**config.mk**
```make
export PLATFORM = sky130hd
export DESIGN_NAME = uart_rx_flat
export DESIGN_NICKNAME = d
export VERILOG_FILES = /design/src/rtl/uart_rx_if.sv /design/src/rtl/uart_rx.sv /design/src/flat_wrapper.sv
export SDC_FILE = /design/constraint.sdc
export NUM_CORES = 1
export LEC_CHECK = 0
export ABC_AREA = 1
export CAP_MARGIN = 20
export CORE_UTILIZATION = 55
export CTS_CLUSTER_DIAMETER = 200
export DETAILED_ROUTE_END_ITERATION = 8
export PLACE_DENSITY = 0.86
export SYNTH_ARGS = -nofsm -noshare
export SYNTH_HDL_FRONTEND = slang
export SYNTH_SLANG_ARGS = --single-unit
```
**constraint.sdc**
```tcl
create_clock -name clk -period 2.6 [get_ports clk]
set_input_delay 0.26 -clock clk [delete_from_list [all_inputs] [get_ports clk]]
set_output_delay 0.26 -clock clk [all_outputs]
set_load 0.1 [all_outputs]
```
**src/rtl/uart_rx_if.sv**
```systemverilog
// rtl/uart_rx_if.sv - received-byte valid/ready handshake between uart_rx and its consumer
interface uart_rx_if;
  logic [7:0] out_data;
  logic       out_valid;
  logic       out_ready;

  // master: byte producer (the receiver); slave: byte consumer
  modport master (output out_data, output out_valid, input out_ready);
  modport slave  (input out_data, input out_valid, output out_ready);
endinterface

```
**src/rtl/uart_rx.sv**
```systemverilog
// rtl/uart_rx.sv - 8N1 UART receiver with mid-bit sampling, byte handshake, framing/overrun flags
module uart_rx #(
  parameter int CLKS_PER_BIT = 16
) (
  input  logic    clk,
  input  logic    rst_n,
  input  logic    rx,
  uart_rx_if.master out_if,
  output logic    frame_err,
  output logic    overrun,
  output logic    busy
);

  localparam int CW = $clog2(CLKS_PER_BIT);
  localparam logic [CW-1:0] CNT_MID = CW'(CLKS_PER_BIT / 2 - 1);
  localparam logic [CW-1:0] CNT_END = CW'(CLKS_PER_BIT - 1);

  typedef enum logic [2:0] {
    S_IDLE,
    S_START,
    S_DATA,
    S_STOP,
    S_BREAK
  } state_t;

  state_t          state;
  logic [CW-1:0]   cnt;
  logic [2:0]      bit_idx;
  logic [7:0]      shift_reg;
  logic [7:0]      data_q;
  logic            valid_q;
  logic            rx_meta;
  logic            rx_s;

  assign out_if.out_data  = data_q;
  assign out_if.out_valid = valid_q;

  // Two-flop synchroniser; resets to the idle (high) line level so reset never looks like a start bit
  always_ff @(posedge clk or negedge rst_n) begin
    if (!rst_n) begin
      rx_meta <= 1'b1;
      rx_s    <= 1'b1;
    end else begin
      rx_meta <= rx;
      rx_s    <= rx_meta;
    end
  end

  // Frame FSM: bit timing, deserialisation, output handshake and error pulses
  always_ff @(posedge clk or negedge rst_n) begin
    if (!rst_n) begin
      state     <= S_IDLE;
      cnt       <= '0;
      bit_idx   <= '0;
      shift_reg <= '0;
      data_q    <= '0;
      valid_q   <= 1'b0;
      frame_err <= 1'b0;
      overrun   <= 1'b0;
      busy      <= 1'b0;
    end else begin
      frame_err <= 1'b0;
      overrun   <= 1'b0;
      cnt       <= cnt + 1'b1;

      // Consumer took the byte; a load later in this block overrides the clear
      if (valid_q && out_if.out_ready) begin
        valid_q <= 1'b0;
      end

      case (state)
        S_IDLE: begin
          cnt <= '0;
          if (!rx_s) begin
            state <= S_START;
            busy  <= 1'b1;
          end
        end

        // Re-check the line at mid start bit to reject glitches
        S_START: begin
          if (cnt == CNT_MID) begin
            cnt <= '0;
            if (!rx_s) begin
              state   <= S_DATA;
              bit_idx <= '0;
            end else begin
              state <= S_IDLE;
              busy  <= 1'b0;
            end
          end
        end

        // Counter was re-zeroed at mid start bit, so each full period lands at mid data bit
        S_DATA: begin
          if (cnt == CNT_END) begin
            cnt       <= '0;
            shift_reg <= {rx_s, shift_reg[7:1]};
            if (bit_idx == 3'd7) begin
              state <= S_STOP;
            end else begin
              bit_idx <= bit_idx + 3'd1;
            end
          end
        end

        // Leave at mid stop bit so a following start edge is caught with a single stop bit
        S_STOP: begin
          if (cnt == CNT_END) begin
            cnt <= '0;
            if (rx_s) begin
              state <= S_IDLE;
              busy  <= 1'b0;
              if (!valid_q || out_if.out_ready) begin
                data_q  <= shift_reg;
                valid_q <= 1'b1;
              end else begin
                overrun <= 1'b1;
              end
            end else begin
              frame_err <= 1'b1;
              state     <= S_BREAK;
            end
          end
        end

        // Line stuck low: wait for idle before hunting for another start bit
        S_BREAK: begin
          if (rx_s) begin
            cnt   <= '0;
            state <= S_IDLE;
            busy  <= 1'b0;
          end
        end

        default: begin
          cnt   <= '0;
          state <= S_IDLE;
          busy  <= 1'b0;
        end
      endcase
    end
  end

endmodule
```
**src/flat_wrapper.sv**
```systemverilog
// flat-port wrapper written by rule: the top's interface ports become plain ports
module uart_rx_flat 
#(
  parameter int CLKS_PER_BIT = 16
)
  (clk, rst_n, rx, frame_err, overrun, busy, out_if_out_data, out_if_out_valid, out_if_out_ready);
  uart_rx_if out_if_i ();
  input  logic clk;
  input  logic rst_n;
  input  logic rx;
  output logic frame_err;
  output logic overrun;
  output logic busy;
  output wire logic [$bits(out_if_i.out_data)-1:0] out_if_out_data;
  output wire logic [$bits(out_if_i.out_valid)-1:0] out_if_out_valid;
  input wire logic [$bits(out_if_i.out_ready)-1:0] out_if_out_ready;
  assign out_if_out_data = out_if_i.out_data;
  assign out_if_out_valid = out_if_i.out_valid;
  assign out_if_i.out_ready = out_if_out_ready;
  uart_rx #(.CLKS_PER_BIT(CLKS_PER_BIT)) u_core (.clk(clk), .rst_n(rst_n), .rx(rx), .out_if(out_if_i), .frame_err(frame_err), .overrun(overrun), .busy(busy));
endmodule
```
==> out/metrics.csv <==
metric,value,unit
status,"complete, no violations",
routedWlPerCell,12.3,um
cts.htree.levels,2,
synthCells,177,
initial_core_util,0.597,
synthFlopType,dfrtp_1,
critPathKind,reg2reg,
fmax,606,MHz
drc,0,
crit_path_end_kind,register,
power_density,789,nW/um^2
syn2layout_area_growth,13.1,%
tns,0,ns
period_share,0.634,
postPlaceCellArea,1660,um^2
yosysWarnings,0,
finalMaxSlewViolations,0,
cts_tree,done,
root_buffer,clkbuf_4,
post_cts_resized,0,
power_frac_seq,0.464,
drt_pass1_iterations,4,
die_area,2980,um^2
hold_class,in2async,
cp.arrival,1.87,ns
drtIter0Drc,20,
core_area,2540,um^2
cts-buffers-inserted,5,
place_hpwl,2040,um
r2r_setup_slack,0.95,ns
ios,16,
grt_antenna_before_repair,0,
switching_share,0.394,
clkTransAtPathRegs,0.10,ns
via_per_inst,5.26,
synth_top_area_frac,0.494,
intPower,822,uW
cts_hold_buf,0,
drtAntennaViolNets,0,
synth_common_cells,"47 x nand2_1, 30 x dfrtp_1, 22 x nor2_1, 21 x inv_1, 16 x nand3_1",
wl,2800,um
cts.sink_count,32,
max-vdd-ir-drop,0.000604,V
synth_edf_count,0,
stdcell_count,227,
r2r_end,u_core.out_if.out_data[7],
grt_start_max_net_pins,33,
seq_area_frac_synth,0.528,
finalInstanceArea,1720,um^2
dp.cells,219,
antennaDiodeCount,0,
post_cts_buffers,0,
p_clk_frac,0.220,
clk_latency,0.33,ns
path_max_fanout,15,
grt_overflow,0,
maxSlewHeadroom,0.740,
worstSetupStartpointType,register,
synth.distinct_cells,20,
syn_avg_cell_area,8.59,um^2
drive_above_1_share,0.198,
die-height,54.6,um
synth_area,1520,um^2
combPwrFrac,0.315,
synth.most_common_cell,nand2_1,
cts_buffer_depth,2,
nets,203,
num_vias,1194,
synthesis.nets,184,
ys_seq_elements,32,
grt_pass1_wl,4530,um
p_sw,535,uW
port_buffers,15,
yosys-top-cells-area,"dfrtp_1 49%, nand2_1 12%, nor2_1 5.4%",
fp.dieW,54.6,um
whs,0.309,ns
first_global_vias,1073,
synthArstFlopShare,1.00,
power,1.36,mW
drv_cap,0,
hold_viol,0,
finalSetupViolations,0,
track_usage,0.226,
power.leakage,0.882,nW
min_period,1.65,ns
yosysTopAreaCell,dfrtp_1,
rows,18,
worstMarginPinSlew,0.390,ns
clock_skew,0.00727,ns
worstPathRequired,2.82,ns
place.gp.congestion,0.938,
r2r_cells,6,
rsz0062_at_grt,no,
r2r_start,u_core.cnt[0],
-- cell type report --
class / instances / area [um^2]
multi-input cells: 118 / 602
repair buffers: 16 / 128
clock buffers: 7 / 55.1
well taps: 30 / 37.5
flip-flops and latches: 32 / 803
inverters: 23 / 86.3
fillers: 220 / 826
clock inverters: 1 / 7.51
-- power groups by stage --
stage	combinational [mW]	clock (mW)	sequential [mW]
2_1_floorplan	0.309	0	0.656
3_3_place_gp	0.404	0	0.633
3_5_place_dp	0.424	0	0.637
4_1_cts	0.430	0.309	0.628
5_1_grt	0.486	0.323	0.639
6_report	0.428	0.299	0.630
-- worst max-delay path by stage --
stage | startpoint | to | slack, ns | cells past startpoint
after floorplan | u_core.out_if.out_valid | u_core.out_if.out_data[3] | 0.94 | 5
after global placement | u_core.cnt[0] | u_core.out_if.out_data[1] | 1.05 | 6
after detailed placement | u_core.cnt[0] | u_core.out_if.out_data[7] | 0.95 | 6
after CTS | u_core.cnt[0] | u_core.out_if.out_data[7] | 0.93 | 6
after global routing | u_core.cnt[0] | u_core.out_if.out_data[5] | 0.77 | 6
final | u_core.cnt[0] | u_core.out_if.out_data[7] | 0.95 | 6
-- metrics by stage --
step	utilization	worst slack [ns]
floorplan	-	0.936
global placement	0.651	1.05
detailed placement	0.651	0.951
CTS	0.676	0.931
global route	0.676	0.768
finish	0.676	0.951
-- worst max-delay path, stage by stage (launching register included) --
cell,delay [ns]
dfrtp_1,0.40
ha_1,0.28
nand3_4,0.15
nor3_4,0.23
nand2_2,0.25
nand2_1,0.16
o21ai_2,0.06
-- logic make-up after synthesis --
| logic type | Yosys count | synth area share |
|---|---|---|
| simple gates | 93 | 0.277 |
| flops | 32 | 0.528 |
| buf+inv | 27 | 0.0757 |
| compound gates | 21 | 0.0889 |
| fa+ha+maj | 3 | 0.0247 |
| xor+xnor | 1 | 0.00576 |
-- per-layer routing --
layer	track usage	wire length, um	vias up
met5	0	0	-
met4	0.128	85	0
met3	0.0750	121	10
met2	0.354	1380	33
met1	0.271	1210	552
li1	-	-	599
-- cell usage in the layout (no fill, tap or decap), drive strengths merged --
cell and count:
nand2 51, dfrtp 30, inv 23, nor2 22, o21ai 19, nand3 17
buf 13, clkbuf 7, ha 3, clkdlybuf4s50 3, a21oi 2, nor3 2
dfstp 2, nand4 1, xnor2 1, clkinvlp 1
(Power assumes the default switching activity.)
